[src/rtl/decode_pkg.sv]
// Shared defaults and types for the decode-stage register file and scoreboard.
// Latency: n/a (declarations only).
// Backpressure: n/a.
package decode_pkg;

  localparam int DEF_XLEN  = 64;
  localparam int DEF_NREGS = 32;
  localparam int DEF_NREAD = 2;
  localparam int DEF_AW    = $clog2(DEF_NREGS);

  typedef logic [DEF_AW-1:0]   reg_addr_t;
  typedef logic [DEF_XLEN-1:0] xlen_t;

  // x0: reads as zero, never written, never busy
  localparam reg_addr_t REG_ZERO = '0;

endpackage

[src/rtl/decode_sb_popcnt.sv]
// Population count of the scoreboard busy vector.
// Latency: combinational.
// Backpressure: none.
module decode_sb_popcnt
  import decode_pkg::*;
#(
  parameter int  N = DEF_NREGS,
  localparam int W = $clog2(N) + 1
) (
  input  logic [N-1:0] vec_i,
  output logic [W-1:0] cnt_o
);

  // Plain ripple sum; N is small enough that synthesis builds a good adder tree.
  always_comb begin
    cnt_o = '0;
    for (int i = 0; i < N; i++) begin
      cnt_o = cnt_o + W'(vec_i[i]);
    end
  end

endmodule

[src/rtl/decode_regfile_sb.sv]
// Register file with NREAD combinational read ports, one write-back port and a busy scoreboard.
// Latency: reads 0 cycles (write-back bypassed); writes and busy updates take effect at the next edge.
// Backpressure: iss_ready drops while the claimed destination is busy, unless it retires this cycle.
module decode_regfile_sb
  import decode_pkg::*;
#(
  parameter int  XLEN  = DEF_XLEN,
  parameter int  NREGS = DEF_NREGS,
  parameter int  NREAD = DEF_NREAD,
  localparam int AW    = $clog2(NREGS)
) (
  input  logic                  clk,
  input  logic                  rst_n,
  input  logic [NREAD*AW-1:0]   rd_addr,
  output logic [NREAD*XLEN-1:0] rd_data,
  output logic [NREAD-1:0]      rd_busy,
  input  logic                  iss_valid,
  input  logic [AW-1:0]         iss_rd,
  output logic                  iss_ready,
  input  logic                  wb_valid,
  input  logic [AW-1:0]         wb_addr,
  input  logic [XLEN-1:0]       wb_data,
  input  logic                  flush,
  output logic [AW:0]           busy_cnt
);

  logic [XLEN-1:0]  regs_q [NREGS];
  logic [NREGS-1:0] busy_q;
  logic [NREGS-1:0] busy_d;
  logic [AW:0]      busy_cnt_q;
  logic [AW:0]      busy_cnt_d;
  logic             wb_en;
  logic             iss_fire;

  assign wb_en = wb_valid && (wb_addr != '0);

  // WAW stall: a busy destination is only released by a write-back to it in the same cycle.
  assign iss_ready = !busy_q[iss_rd] || (wb_valid && (wb_addr == iss_rd)) || (iss_rd == '0);

  // A flush discards the claim made in the same cycle.
  assign iss_fire = iss_valid && iss_ready && (iss_rd != '0) && !flush;

  // Next busy vector: flush clears everything, otherwise clear-then-set so a new producer wins.
  always_comb begin
    busy_d = busy_q;
    if (flush) begin
      busy_d = '0;
    end else begin
      if (wb_en) begin
        busy_d[wb_addr] = 1'b0;
      end
      if (iss_fire) begin
        busy_d[iss_rd] = 1'b1;
      end
    end
  end

  decode_sb_popcnt #(
    .N (NREGS)
  ) u_popcnt (
    .vec_i (busy_d),
    .cnt_o (busy_cnt_d)
  );

  // Scoreboard state; count is registered together with the vector it describes.
  always_ff @(posedge clk or negedge rst_n) begin
    if (!rst_n) begin
      busy_q     <= '0;
      busy_cnt_q <= '0;
    end else begin
      busy_q     <= busy_d;
      busy_cnt_q <= busy_cnt_d;
    end
  end

  // Register storage; write-back updates data even during a flush.
  always_ff @(posedge clk or negedge rst_n) begin
    if (!rst_n) begin
      for (int r = 0; r < NREGS; r++) begin
        regs_q[r] <= '0;
      end
    end else if (wb_en) begin
      regs_q[wb_addr] <= wb_data;
    end
  end

  assign busy_cnt = busy_cnt_q;

  // Read ports: x0 reads zero, a same-cycle write-back is forwarded and reported not busy.
  for (genvar i = 0; i < NREAD; i++) begin : g_rd
    logic [AW-1:0] addr;
    logic          hit_wb;
    assign addr   = rd_addr[i*AW +: AW];
    assign hit_wb = wb_en && (wb_addr == addr);
    assign rd_data[i*XLEN +: XLEN] = (addr == '0) ? '0 :
                                     hit_wb        ? wb_data : regs_q[addr];
    assign rd_busy[i] = (addr != '0) && !hit_wb && busy_q[addr];
  end

endmodule
[config.mk]
export PLATFORM = sky130hd
export DESIGN_NAME = decode_regfile_sb
export DESIGN_NICKNAME = d
export VERILOG_FILES = /design/src/rtl/decode_pkg.sv /design/src/rtl/decode_sb_popcnt.sv /design/src/rtl/decode_regfile_sb.sv
export SDC_FILE = /design/constraint.sdc
export NUM_CORES = 2
export LEC_CHECK = 0
export CORE_ASPECT_RATIO = 0.5
export CORE_UTILIZATION = 40
export DETAILED_ROUTE_END_ITERATION = 10
export PLACE_DENSITY = 0.66
export SKIP_LAST_GASP = 1
export SYNTH_ARGS = -nofsm -noshare
export SYNTH_HDL_FRONTEND = slang
export SYNTH_SLANG_ARGS = --single-unit
[constraint.sdc]
create_clock -name clk -period 14.6 [get_ports clk]
set_input_delay 2.92 -clock clk [delete_from_list [all_inputs] [get_ports clk]]
set_output_delay 2.92 -clock clk [all_outputs]
set_load 0.005 [all_outputs]
After elaboration in Yosys (flattened, before gate mapping)
Cells that the tools add are included.
- word-level logic and storage cells: 138
- bits of input ports: 89
- bits in registers: 2086
- add/sub/neg operators: 31
- magnitude comparators: 10
- eq/ne operators: 3
- reductions and logical operators: 27
- muxes and demuxes: 27
- bitwise operators: 6
- operators by type and width (cell ; count):
    2048-bit bitwise mux ; 1
    64-bit binary-select mux with 5-bit select ; 2
    64-bit two-way mux ; 9
    64-bit demux with 5-bit select ; 1
    6-bit by 1-bit adder with 6-bit output ; 30
    32-bit two-way mux ; 4
    32-bit bitwise AND ; 1
    32-bit inverter ; 1
    32-bit OR ; 1
    5-bit by 6-bit < comparator with 1-bit output, second input constant ; 4
    5-bit nonzero test ; 4
    6-bit >= comparator, second input constant ; 3
    5-bit inverter with 6-bit output ; 3
    1-bit binary-select mux with 5-bit select ; 3
    5-bit == test ; 3
    5-bit logical NOT ; 3
    1-bit logical AND ; 14
    1-bit demux with 5-bit select ; 2
    5-bit by 1-bit >= comparator with 1-bit output, second input constant ; 2
    6-bit by 1-bit < comparator with 1-bit output, second input constant ; 1
    1-bit two-way mux ; 5
    1-bit logical NOT ; 4
    1-bit by 1-bit adder with 2-bit output ; 1
    1-bit logical OR ; 2

Logic depth before layout (Yosys ltp)
- depth in word-level cells: 42
- gate-level depth with buffers: 26
- mapped depth without buffers: 23

By module
A second synthesis with hierarchy kept.
- cell total of the unflattened synthesis: 7664
- area total of the unflattened synthesis: 112221.4 um^2
- by module, submodules not included (module ; cells an instance ; times used ; sequential area each (um^2) ; area an instance (um^2)):
    decode_regfile_sb ; 7593 ; 1 ; 52200.1 ; 111470.7
    decode_sb_popcnt ; 71 ; 1 ; 0.0 ; 750.7

Least setup slack after synthesis
OpenSTA, ideal clock, no wires.
- path type: in2reg
- from: in iss_rd[1]
- to: reg busy_cnt_q[4] (netlist: busy_cnt[4])
- path buffers: 3
- stages: 23
- path slack: 5.583 ns
- required time: 14.477 ns
- arrival time: 8.895 ns
- setup time: 0.123 ns
- path through: clkbuf_1 buf_2 mux2_2 a221oi_1 o211ai_2 clkbuf_2 o21ai_0 ha_1 inv_1 fa_1 fa_1 fa_1 fa_1 fa_1 inv_1 fa_1 inv_1 fa_1 fa_1 inv_1 a21o_1 a21oi_1 xnor2_1
- cells in the longest elaborated chain, start to end: 41
- ends and longest elaborated chain (element ; RTL line ; source):
    start, declared ; decode_regfile_sb.sv:18 ; input logic [AW-1:0] iss_rd,
    branches (longest 8 deep; another with 5-bit by 6-bit < comparator with 1-bit output) ; - ;
    32-bit two-way mux * ; decode_regfile_sb.sv:52 ; if (iss_fire) begin
    32-bit two-way mux * ; decode_regfile_sb.sv:46 ; if (flush) begin
    named net busy_d[1] ; decode_regfile_sb.sv:29 ; logic [NREGS-1:0] busy_d;
    1-bit by 1-bit adder with 2-bit output * ; decode_sb_popcnt.sv:18 ; cnt_o = cnt_o + W'(vec_i[i]);
    6-bit by 1-bit adder with 6-bit output * (30 in a row) ; decode_sb_popcnt.sv:18 ;
    named net busy_cnt_d[4] ; decode_regfile_sb.sv:31 ; logic [AW:0] busy_cnt_d;
    end signal, assigned ; decode_regfile_sb.sv:72 ; busy_cnt_q <= busy_cnt_d;
    end, declared ; decode_regfile_sb.sv:30 ; logic [AW:0] busy_cnt_q;
Mark *: on every way through the listed nets, which the timed path passes. The select of a mux whose other input is x is not followed.
A chain may end at the register's enable or synchronous reset.

Final worst setup path
- from: in wb_addr[4]
- to: out rd_data[59]
- cells in the longest elaborated chain, start to end: 5
- ends and longest elaborated chain (element ; RTL line ; source):
    start, declared ; decode_regfile_sb.sv:21 ; input logic [AW-1:0] wb_addr,
    5-bit nonzero test ; decode_regfile_sb.sv:35 ; assign wb_en = wb_valid && (wb_addr != '0);
    1-bit logical AND ; decode_regfile_sb.sv:35 ;
    1-bit logical AND * ; decode_regfile_sb.sv:94 ; assign hit_wb = wb_en && (wb_addr == addr);
    64-bit two-way mux * ; decode_regfile_sb.sv:96 ; hit_wb ? wb_data : regs_q[addr];
    64-bit two-way mux * ; decode_regfile_sb.sv:95 ; assign rd_data[i*XLEN +: XLEN] = (addr == '0) ? '0 :
    end, declared ; decode_regfile_sb.sv:15 ; output logic [NREAD*XLEN-1:0] rd_data,
Every way passes the cells marked *; elsewhere a longest branch is shown, timed or not.

==> metrics.txt <==
outcome finished clean; ANT nets after route 0; Cell Area, Synth 112000 sq um; initial drt markers 8526; Gate Count Post-Synth 7688; grt peak-use layer met2; Longest Clk Path Bufs 4; average size of a mapped cell 14.6 sq um; critical path arrival 7.95 ns; post-synthesis sequential area ratio 46.4%; CP Max Fanout 27; CTS tree done; leakage 53.1 nW; row count 137; most frequent cells after synthesis dfrtp_1, mux2_2, mux4_2, clkbuf_1, mux2i_1; R2R depth 22; GR Layer Usage met3 6.15%; final setup fails 0; Least-Margin Pin Slew 1.44 ns; die extent in y 377 microns; Max Fclk 92.0 MHz; grt met2 use 40.9%; I/O pin cnt 226; Slew headroom 3.86%; drt drc 0; Total GRT Usage 26.8%; EDFF count, synth 0; met1 GRT Util 36.7%; ys async rst share 100%; Final Slew Violations 0; Post-CTS Setup Bufs 0; Placed Cells 11000; GPL Wtd Cong 0.828; # clock sinks 2086; main area contributors after synthesis dfrtp_1, mux2_2, mux4_2; overall power 16.7 mW; Peak VDD IR 0.104 mV; RSZ-0062 raised after global routing false; leading register cell type out of synthesis dfrtp_1; cts bufs inserted 211; top-count cell post-synth dfrtp_1; Synth warnings 0; power per cell area 134 nW/um^2; crit path time final 10.87 ns; die width 752 microns; routed wire length per instance 34.0 microns; Pre-antenna DRT Iters 7; post-synth top area share 46.4%; Worst-Skew Late Latency 0.86 ns; WL final 385000 microns; hold_sp regs_q[2045]; Synth area leader dfrtp_1; vias in the first global route 75900; clk root buf clkbuf_16; worst reg2reg setup slack 7.77 ns; Layout area overhead 10.7%; initial antenna violation count 22; worst slack, placed 3.86 ns; port buffer count 225; clock-pin transition on the worst setup and hold timing paths 0.06 ns; starting density of the core 40.3%; number of synthesized register bits 2086; syn_nets 7809; Non-Filler Instances 11400; worst endpoint required time 11.68 ns; via/cell ratio 6.60; Hold Buf Count CTS 0; crit path kind in2out; Distinct cells, synth 72; max_cap viols 0; Hold WS 0.397 ns; total gr overflow 0; Setup crit end kind primary output; CORE AREA 279000 sq um; worst reg2reg path startpoint busy_q[28]; Critical Path Start Type input pin; hold path endpoint regs_q[2045]; hold depth 0; Final #Nets 7549; Vias 74900; CTS resizes 0; Final Hold Viols 0; Die ar. 283000 sq um; Final period util 74.4%; largest net degree at the start of global routing 157; share of cells above drive strength 1 47.3%; Worst R2R End busy_cnt[4]; Hold Crit Class reg2reg; DP HPWL 215000 microns; Clock Skew 0.00828 ns; first-pass GRT wire length 557000 microns; H-Tree Depth 4; fin worst setup slack 3.73 ns; Final TNS setup 0 ns
-- critical path, stage by stage --
cell	delay, ns
clkdlybuf4s50_1	0.81
or3_4	0.63
o311ai_0	0.88
nor2_4	0.33
buf_4	0.40
buf_4	0.41
nor2_2	0.17
buf_4	0.34
a221o_1	0.37
clkdlybuf4s50_1	0.56
-- cell usage in the layout, fill, tap and decap left out, types with 17 or more instances in the layout --
master / count
a31oi_1: 26
inv_1: 36
o22ai_1: 131
o21a_1: 17
dfrtp_1: 2086
nand2b_1: 22
clkbuf_16: 213
mux2_2: 2040
o211ai_1: 27
nor2_4: 17
mux4_2: 888
a221oi_1: 61
o21ai_0: 70
a32o_1: 29
mux2i_1: 339
a211oi_1: 38
a2111oi_2: 18
a21oi_1: 113
fa_1: 24
a22oi_1: 197
nand3_1: 39
nor2_1: 58
a221o_1: 31
o221ai_1: 62
nand2_1: 120
clkbuf_1: 34
nor3_1: 17
clkinv_2: 36
a22o_1: 43
clkdlybuf4s50_1: 214
nor3b_1: 18
buf_4: 210
bufinv_16: 17
o31ai_1: 22
clkbuf_8: 53
-- power by group --
part	internal, mW	total [mW]	switching (mW)
sequential	6.85	7.63	0.776
combinational	2.02	3.44	1.42
clock	3.24	5.66	2.42
total	12.1	16.7	4.62
-- metrics by stage --
stage,util [%],cell area (sq um)
finish,44.6,125000
global route,44.6,125000
detailed placement,42.1,117000
global placement,42.1,117000
CTS,44.6,125000
floorplan,-,112000
-- metal layers --
metal | routed length [microns] | part of all wire [%]
met5 | 44 | 0.011
met4 | 19000 | 4.9
met1 | 156000 | 41
met2 | 174000 | 45
met3 | 35500 | 9.2
-- cell type report --
class | count | area, sq um
Tap cell | 3753 | 4700
Multi-Input combinational cell | 4643 | 56300
Clock buffer | 300 | 6190
Timing Repair Buffer | 446 | 4110
Fill cell | 24500 | 155000
Sequential cell | 2086 | 52200
Inverter | 40 | 155
Antenna cell | 11 | 27.5
Clock inverter | 71 | 850
-- kinds of logic (layout without fill, tap and decap cells) --
family	Yosys count	in the layout	synth area share (%)
AOI/OAI and AO/OA	935	935	6.17
xor gates and xnor gates	18	18	0.140
adders and majority gates	32	32	0.516
buffers and inverters	959	857	3.86
DFF	2086	2086	46.4
muxes	3267	3267	41.2
other	0	11	0
and+or+nand+nor	391	391	1.70
-- how the worst max path moves through the flow --
stage | endpoint | from | cells after the start
after floorplan | busy_cnt[4] | iss_rd[1] | 23
after global routing | rd_data[59] | wb_addr[4] | 10
after CTS | rd_data[59] | wb_addr[4] | 10
final | rd_data[59] | wb_addr[4] | 10
after global placement | rd_data[59] | wb_addr[4] | 10
after detailed placement | rd_data[59] | wb_addr[4] | 10
-- state kept, by name (all words and copies together) (netlist names) --
register,cells
busy_cnt,6
busy_q,32
regs_q,2048
No activity file was read; power rests on OpenSTA's default activity.
